--- src/rtl/divider.sv ---
// Sequential restoring divider: 2N-bit dividend / N-bit divisor -> 2N-bit quotient
// and N-bit remainder, one quotient bit per clock, MSB first.
// Ports:
//   clk    rising-edge clock
//   reset  asynchronous active-low reset (0 = reset)
//   a      dividend, sampled on the accepting edge
//   b      divisor, sampled on the accepting edge
//   start  request, accepted only while idle
//   quot   quotient (registered)
//   rem    remainder (registered)
//   div0   last completed operation had a zero divisor
//   ready  result valid; held until the next accepted start
module divider #(
    parameter int unsigned N = 4
) (
    input  logic             clk,
    input  logic             reset,
    input  logic [2*N-1:0]   a,
    input  logic [N-1:0]     b,
    input  logic             start,
    output logic [2*N-1:0]   quot,
    output logic [N-1:0]     rem,
    output logic             div0,
    output logic             ready
);

    localparam int unsigned QW   = 2 * N;
    localparam int unsigned CW   = $clog2(QW);
    localparam int unsigned LAST = QW - 1;

    typedef enum logic [1:0] {
        IDLE   = 2'd0,
        RUN    = 2'd1,
        FINISH = 2'd2
    } state_t;

    state_t          state;
    logic [QW-1:0]   dividend;
    logic [N-1:0]    divisor;
    // Partial remainder is always < divisor, so its N+1'th bit only exists in trial.
    logic [N-1:0]    rem_part;
    logic [QW-1:0]   quot_part;
    logic [CW-1:0]   cnt;

    logic [N:0]      trial;
    logic            fits;

    // Shift the next dividend bit into the partial remainder and compare in N+1 bits.
    always_comb begin
        trial = {rem_part, dividend[QW-1]};
        fits  = (trial >= {1'b0, divisor});
    end

    // Control FSM and datapath.
    always_ff @(posedge clk or negedge reset) begin
        if (!reset) begin
            state     <= IDLE;
            dividend  <= '0;
            divisor   <= '0;
            rem_part  <= '0;
            quot_part <= '0;
            cnt       <= '0;
            quot      <= '0;
            rem       <= '0;
            div0      <= 1'b0;
            ready     <= 1'b0;
        end else begin
            case (state)
                IDLE: begin
                    if (start) begin
                        dividend  <= a;
                        divisor   <= b;
                        rem_part  <= '0;
                        quot_part <= '0;
                        cnt       <= '0;
                        ready     <= 1'b0;
                        div0      <= 1'b0;
                        state     <= (b == '0) ? FINISH : RUN;
                    end
                end
                RUN: begin
                    if (fits) begin
                        rem_part <= N'(trial - {1'b0, divisor});
                    end else begin
                        rem_part <= trial[N-1:0];
                    end
                    quot_part <= {quot_part[QW-2:0], fits};
                    dividend  <= {dividend[QW-2:0], 1'b0};
                    cnt       <= cnt + CW'(1);
                    if (cnt == CW'(LAST)) begin
                        state <= FINISH;
                    end
                end
                FINISH: begin
                    if (divisor == '0) begin
                        quot <= '1;
                        rem  <= '0;
                        div0 <= 1'b1;
                    end else begin
                        quot <= quot_part;
                        rem  <= rem_part;
                        div0 <= 1'b0;
                    end
                    ready <= 1'b1;
                    state <= IDLE;
                end
                default: begin
                    state <= IDLE;
                end
            endcase
        end
    end

endmodule

--- config.mk ---
export PLATFORM = sky130hd
export DESIGN_NAME = divider
export DESIGN_NICKNAME = d
export VERILOG_FILES = /design/src/rtl/divider.sv
export SDC_FILE = /design/constraint.sdc
export NUM_CORES = 1
export LEC_CHECK = 0
export BUFFER_PORTS_ARGS = -buffer_cell sky130_fd_sc_hd__buf_2
export CORE_ASPECT_RATIO = 0.75
export CORE_UTILIZATION = 30
export CTS_CLUSTER_DIAMETER = 80
export DETAILED_ROUTE_END_ITERATION = 10
export PLACE_DENSITY_LB_ADDON = 0.1
export RECOVER_POWER = 100
export SYNTH_ARGS = -nofsm -noshare
export SYNTH_HDL_FRONTEND = slang
export SYNTH_SLANG_ARGS = --single-unit
--- constraint.sdc ---
create_clock -name clk -period 2 [get_ports clk]
set_input_delay 0.1 -clock clk [delete_from_list [all_inputs] [get_ports clk]]
set_output_delay 0.1 -clock clk [all_outputs]
set_load 0.01 [all_outputs]
# Word-level counts from Yosys, hierarchy flattened
# Index checks and enable logic that the tools add are counted.
[word_totals] ff_bits=43 latch_bits=0 mem_bits_rw=0 mem_bits_ro=0 inputBits=15 out_inout_bits=14 word_cells=46 mem_count=0
[classes] n_addsub=2 multipliers=0 div_mod_pow=0 n_lt_le_gt_ge=1 eq_ne=5 shifts=0 muxes=19 n_bitwise=0 reduce_logical=9
[op_table] operator="$pmux W8 S2" count=2
[op_table] operator="$mux W8" count=3
[op_table] operator="$mux W4" count=3
[op_table] operator="$logic_not A4 Y1" count=2
[op_table] operator="$pmux W4 S2" count=1
[op_table] operator="$reduce_and A2 Y1" count=4
[op_table] operator="$mux W2" count=3
[op_table] operator="$pmux W3 S2" count=1
[op_table] operator="$ge A5 B4 Y1" count=1
[op_table] operator="$ne A2 B2 Y1 const B" count=2
[op_table] operator="$pmux W1 S2" count=2
[op_table] operator="$pmux W2 S2" count=1
[op_table] operator="$reduce_bool A2 Y1" count=2
[op_table] operator="$sub A4 B4 Y4" count=1
[op_table] operator="$add A3 B1 Y3 const B" count=1
[op_table] operator="$eq A3 B3 Y1 const B" count=1
[op_table] operator="$mux W3" count=1
[op_table] operator="$eq A2 B1 Y1 const B" count=1
[op_table] operator="$eq A2 B2 Y1 const B" count=1
[op_table] operator="$logic_not A2 Y1" count=1
[op_table] operator="$mux W1" count=2

# Longest topological paths before layout
# Gate-level depths: netlist (run 1).
[logic_depth] ltp_word=4 depth_mapped=6 mapped_depth_nobuf=6

# Worst setup path after synthesis (run 1)
# No wires, ideal clock.
[synth_path] path_type="register to register" start="register rem_part[1]" end="register rem_part[3]" setup_time_ns=0.124 t_arrival_ns=1.703 required_ns=1.876 setup_slack_ns=0.173 path_stages_with_launch=6 path_buffers=0 period_less_slack_ns=1.827 cell_sequence="dfrtp_1 -> ha_1 -> or2_2 -> a211oi_2 -> nor3_2 -> a211o_1"
[synth_between] elab_chain_len=3 elab_cells_between_ends=4 cone_classes="1 x add/sub; 1 x order compare; 2 x mux"
[synth_lines] element="from (decl)" line_no="41" rtl="logic [N-1:0] rem_part;"
[synth_lines] element="from (signal assigned)" line_no="83" rtl="rem_part <= N'(trial - {1'b0, divisor});"
[synth_lines] element="from (signal assigned)" line_no="85" rtl="rem_part <= trial[N-1:0];"
[synth_lines] element="$sub A4 B4 Y4 or $ge A5 B4 Y1 (tied branches)" line_no="83, 51"
[synth_lines] element="$mux W4 *" line_no="82" rtl="if (fits) begin"
[synth_lines] element="$pmux W4 S2 *" line_no="68" rtl="case (state)"
# Mark *: on every way between the ends. The rest lies on a longest branch, timed or not.
# A chain may end at the register's enable or synchronous reset.

# Final worst setup path (run 1)
[layout_path] start="register divisor[2]" end="register rem_part[3]"
[layout_between] elab_chain_len=3 elab_cells_between_ends=4 cone_classes="1 x add/sub; 1 x order compare; 2 x mux"
[layout_lines] element="from (decl)" line_no="39" rtl="logic [N-1:0] divisor;"
[layout_lines] element="from (signal assigned)" line_no="59" rtl="divisor <= '0;"
[layout_lines] element="from (signal assigned)" line_no="72" rtl="divisor <= b;"
[layout_lines] element="$sub A4 B4 Y4 or $ge A5 B4 Y1 (tied branches)" line_no="83, 51"
[layout_lines] element="$mux W4 *" line_no="82"
[layout_lines] element="$pmux W4 S2 *" line_no="68"
# Marked as above.

==> flow_summary.toml, run 1 <==
[status]
status = "finished clean"

[worst_setup_path]
reg2reg_slack_ps = 100
crit_slowest_cell = "a211oi_4"
critPathArrivalTime_ps = 2100
endpoint_kind = "flip-flop"
cp_cell_sequence = "inv_1 > ha_1 > or2_2 > a211oi_4 > nor3_2 > a211o_1"
critPathRequiredTime_ps = 2190
max_stage_delay_ps = 370
worstPathMaxFanout = 6
crit_type = "reg -> reg"
crit_path_start_kind = "flip-flop"

[synthesis]
ys_seq_area_frac = 0.5531
synthArstFlopShare = 1.000
ys_warn_count = 0
synth_area_leaders = "dfrtp_1, nand2_1, a22o_1"
synth.avg_cell_area_um2 = 10.52
synthTopCellsByCount = "dfrtp_1, nand2_1, o21ai_0"
synth_most_common_cell = "dfrtp_1"
synth_seq_cells = 43
synth_edf_count = 0
synth_cells = 185
synth_area_leader_cell = "dfrtp_1"
synth-main-ff-cell = "dfrtp_1"
synth_top_cell_area_share = 0.5531
ys_types = 37
synth_nets = 207
netlist_area_um2 = 1946

[cts]
cts_buffer_depth = 2
cts.htree.levels = 2
clk-insertion-delay-late_ps = 300
tritoncts = "done"
cts.root.buffer_cell = "clkbuf_8"
post_cts_buffers = 0
path_clk_slew_ps = 90
numCtsBuffers = 5
cts.sinks = 43

[sta]
max_slew_margin = 0.2640
finalCritPeriodShare = 0.9525
tightest_slew_ps = 1104
hold_viol = 0
rsz0062_at_grt = "false"
clock_skew_ps = 13.18
setup_viol = 0
whs_ps = 27.03
drv_slew = 0
max_freq_mhz = 525.0
final.setup.tns_ps = 0
period_minus_slack_ps = 1905

[power]
ir_worst_vdd_v = 0.0003864
p_leak_uw = 0.001126
p_per_area_nw_per_um2 = 1651
p_total_uw = 3841

[die]
pin_count = 29
fp.dieW_um = 94.99
die_height_um = 71.75
rows = 25
dieArea_um2 = 6815
coreArea_um2 = 6287
initial_core_util = 0.3095

[drt]
wire_per_inst_um = 14.67
first_iter_violations = 56
via_per_inst = 4.773
drt-pass1-iter-count = 4
vias = 1451
wl_um = 4459
drc = 0
ant_nets = 0

[placed_design]
gp_congestion = 0.8793
io_buffers = 28
placed_cells = 295
dp_hpwl_um = 3189

[flow_run]
timing.max_cap.violations = 0

[global_route]
grt_pass1_vias = 1495
track_usage = 0.1466
antenna_found_initial = 0
grt_max_degree = 44
grt_overflow = 0
grt_pass1_wl_um = 7486

[hold_path]
holdCritPathClass = "in -> reg"

[finish]
drive_gt1_frac = 0.1659
antennaDiodeCount = 0
fin_cells = 304
fin_nets = 244
area_growth_pct = 19.55
## metal layers
metal  vias to the layer above  global-route usage  part of all wire
li1                        723                   -                 -
met1                       695              0.2070              0.50
met2                        28              0.2174              0.44
met3                         5             0.03503             0.041
met4                         0             0.05556             0.013
met5                         -                   0                 0
## worst paths after layout
kind,from,end,depth (start not counted)
worst min register to register,quot[7],quot[7],2
min in group asynchronous,reset,quot[7],3
max in group asynchronous,reset,quot_part[2],3
worst max-delay path,divisor[2],rem_part[3],6
worst max register to register,divisor[2],rem_part[3],6
worst min-delay path,a[0],dividend[0],2
## state kept, by name, indices dropped and copies added (netlist names)
| register | count |
|---|---|
| rem | 4 |
| dividend | 8 |
| state | 2 |
| quot | 8 |
| quot_part | 8 |
| ready | 1 |
| divisor | 4 |
| cnt | 3 |
| div0 | 1 |
| rem_part | 4 |
## power by group
part	total [uW]	switching, uW	internal [uW]
Clock	715	310	405
Sequential	1490	269	1220
Combinational	1640	934	702
Total	3840	1510	2330
## stage by stage
step	area, um2	util	setup WS (ps)
final	2326	0.3700	95.08
after global routing	2326	0.3700	28.72
after CTS	2355	0.3745	44.75
after detailed placement	2227	0.3542	55.44
after global placement	2227	0.3542	146.1
after floorplan	1946	-	172.7
## logic make-up (layout without fill, tap and decap cells)
kind of cell    Yosys count  after routing  synth area share
buf+inv                  13             51           0.02572
xor+xnor                  2              2          0.009005
mux                       5              5           0.02637
compound gates           51             51            0.1801
flops                    43             43            0.5531
fa+ha+maj                 7              7           0.04887
simple gates             64             64            0.1569
## repair_timing
action	4_1_cts	5_1_grt
resized for setup	0	1
hold endpoints to repair	43	0
endpoints found under the setup margin	0	1
hold buffers	1	0
## worst max-delay path: cells and delay by family (launching register included)
family / cells / cell delay [ps]
DFF: 1 / 360
adders and majority gates: 1 / 300
buffers and inverters: 1 / 60
and+or+nand+nor: 2 / 400
AOI/OAI and AO/OA: 2 / 670
## area by class of cell
class	instances	area, um2
sequential	43	1076
clock buffer	6	82.58
timing repair buffer	38	185.2
fill	651	3961
tap	81	101.3
clock inverter	2	35.03
inverter	5	18.77
multi-input combinational	129	827.0
## layout by cell type, fill, tap and decap left out, types with 2 or more instances in the layout
cell,Yosys,routed
buf_2,1,14
mux2i_1,4,4
a21oi_1,4,4
inv_1,5,5
clkbuf_8,0,6
o311ai_1,3,2
nor4_1,2,2
ha_1,6,6
xor2_1,2,2
nand2_1,40,40
or2_2,2,2
nor2_1,6,6
o211ai_1,3,3
o21ai_0,15,22
clkbuf_2,0,3
dfrtp_1,43,43
nand2b_1,3,3
clkbuf_1,6,16
and3b_1,3,3
buf_4,0,4
a22o_1,10,10
nor2b_1,2,2
Power figures use the tool's default switching activity.
==> run 2, diff against run 1 <==
- BUFFER_PORTS_ARGS: -buffer_cell sky130_fd_sc_hd__buf_2 -> not set
- DONT_BUFFER_PORTS: not set -> 1
==> run 2 against run 1 <==
Non-clock buffer count shrank 16. Sequential share of layout area shrank 0.20 points. Cell area rose by 0.43%. Worst setup slack improved by 11 ps. Maximum frequency grew 0.60%. Sequential power is 4% higher. Sequential cell count did not move. Combinational power down 3%. Die area unchanged. Utilization is 0.16 points higher.
==> flow_summary.toml, run 2 (same netlist as run 1, synthesis figures left out) <==
[worst_setup_path]
critPathArrivalTime_ps = 2070
worstPathMaxFanout = 6
endpoint_kind = "flip-flop"
critPathTopFamily = "simple AND/OR/NAND/NOR gates"
crit_slowest_cell = "or4_4"
max_stage_delay_ps = 540
crit_type = "reg -> reg"
crit_path_start_kind = "flip-flop"
critPathRequiredTime_ps = 2180
cp_cell_sequence = "inv_1 > ha_1 > or4_4 > a21oi_4 > nor3_2 > a211o_1"
cp_num_buf_inv = 1

[sta]
period_minus_slack_ps = 1893
final.setup.tns_ps = 0
max_slew_margin = 0.2802
fin_ws_ps = 106.5
tightest_slew_ps = 1080
rsz0062_at_grt = "false"
max_freq_mhz = 528.1
clock_skew_ps = 7.033
finalCritPeriodShare = 0.9467
hold_viol = 0
drv_slew = 0
setup_viol = 0

[drt]
drt-pass1-iter-count = 4
ant_nets = 0
via_per_inst = 4.868
vias = 1402
first_iter_violations = 120
wl_um = 4414
wire_per_inst_um = 15.33
drc = 0

[finish]
drive_gt1_frac = 0.1159
antennaDiodeCount = 0
final_common_cell = "dfrtp_1"
most-common-layout-cells = "dfrtp_1, nand2_1, o21ai_0"
fillCellCount = 621
fin_nets = 228
top_regs = "dividend x8, quot x8, quot_part x8"
area_growth_pct = 20.06
final_util = 0.3715
final_area_um2 = 2336

[power]
p_leak_uw = 0.001103
ir_worst_vdd_v = 0.0005355
p_per_area_nw_per_um2 = 1684

[cts]
clk-insertion-delay-late_ps = 290
cts_buffer_depth = 2
cts.htree.levels = 2
cts.sinks = 43
cts.root.buffer_cell = "clkbuf_8"
path_clk_slew_ps = 90
numCtsBuffers = 5
tritoncts = "done"

[die]
rows = 25
die_height_um = 71.75
fp.dieW_um = 94.99
dieArea_um2 = 6815
coreArea_um2 = 6287
pin_count = 29
initial_core_util = 0.3095

[global_route]
grt_pass1_wl_um = 7286
grt_max_degree = 44
grt_pass1_vias = 1409
antenna_found_initial = 0
track_usage = 0.1443
grt_overflow = 0

[placed_design]
place_area_um2 = 2079
pre_cts_ws_ps = 30.64
io_buffers = 0
dp_hpwl_um = 3095
gp_congestion = 0.7955

[flow_run]
timing.max_cap.violations = 0

[status]
status = "finished clean"

[hold_path]
holdCritPathClass = "in -> reg"
[run 2: area by class of cell]
class                   count  area [um2]  share of cell area
clock buffers               6       72.57             0.03107
inverters                   5       18.77            0.008034
flip-flops and latches     43        1076              0.4606
clock inverters             2       60.06             0.02571
multi-input cells         129       839.6              0.3594
well taps                  81       101.3             0.04339
repair buffers             22       167.7             0.07177
[run 2: final timing paths]
path                                   from  cells after the start          end  slack, ps
worst max-delay path             divisor[3]                      6  rem_part[3]        110
worst min-delay path                  start                      2     state[0]         20
worst max register to register   divisor[3]                      6  rem_part[3]        110
worst min register to register  dividend[5]                      2  dividend[5]        490
max in group asynchronous             reset                      2  dividend[2]        740
min in group asynchronous             reset                      2  rem_part[3]        600
[run 2: where the power goes]
part | internal [uW] | switching, uW
Sequential | 1220 | 330
Clock | 499 | 292
Combinational | 720 | 871
[run 2: repair_timing]
action / in CTS / in global routing
resized for setup: 0 / 2
setup buffers: 0 / 3
setup endpoints to repair: 0 / 5
hold endpoints to repair: 52 / 0
hold buffers: 11 / 0
[run 2: metal layers]
layer | wire (um) | GRT usage
met1 | 2272 | 0.2165
met3 | 270 | 0.03822
met4 | 23 | 0.03535
met5 | 0 | 0
met2 | 1847 | 0.2054
[run 2: stage by stage]
step | cells | power [uW] | hold slack (ps)
detailed placement | 266 | 3074 | -194.6
global placement | 266 | 3029 | -194.7
floorplan | 185 | 2613 | -195.6
global route | 288 | 4259 | 22.49
CTS | 285 | 3931 | 14.99
finish | 288 | 3935 | 20.05
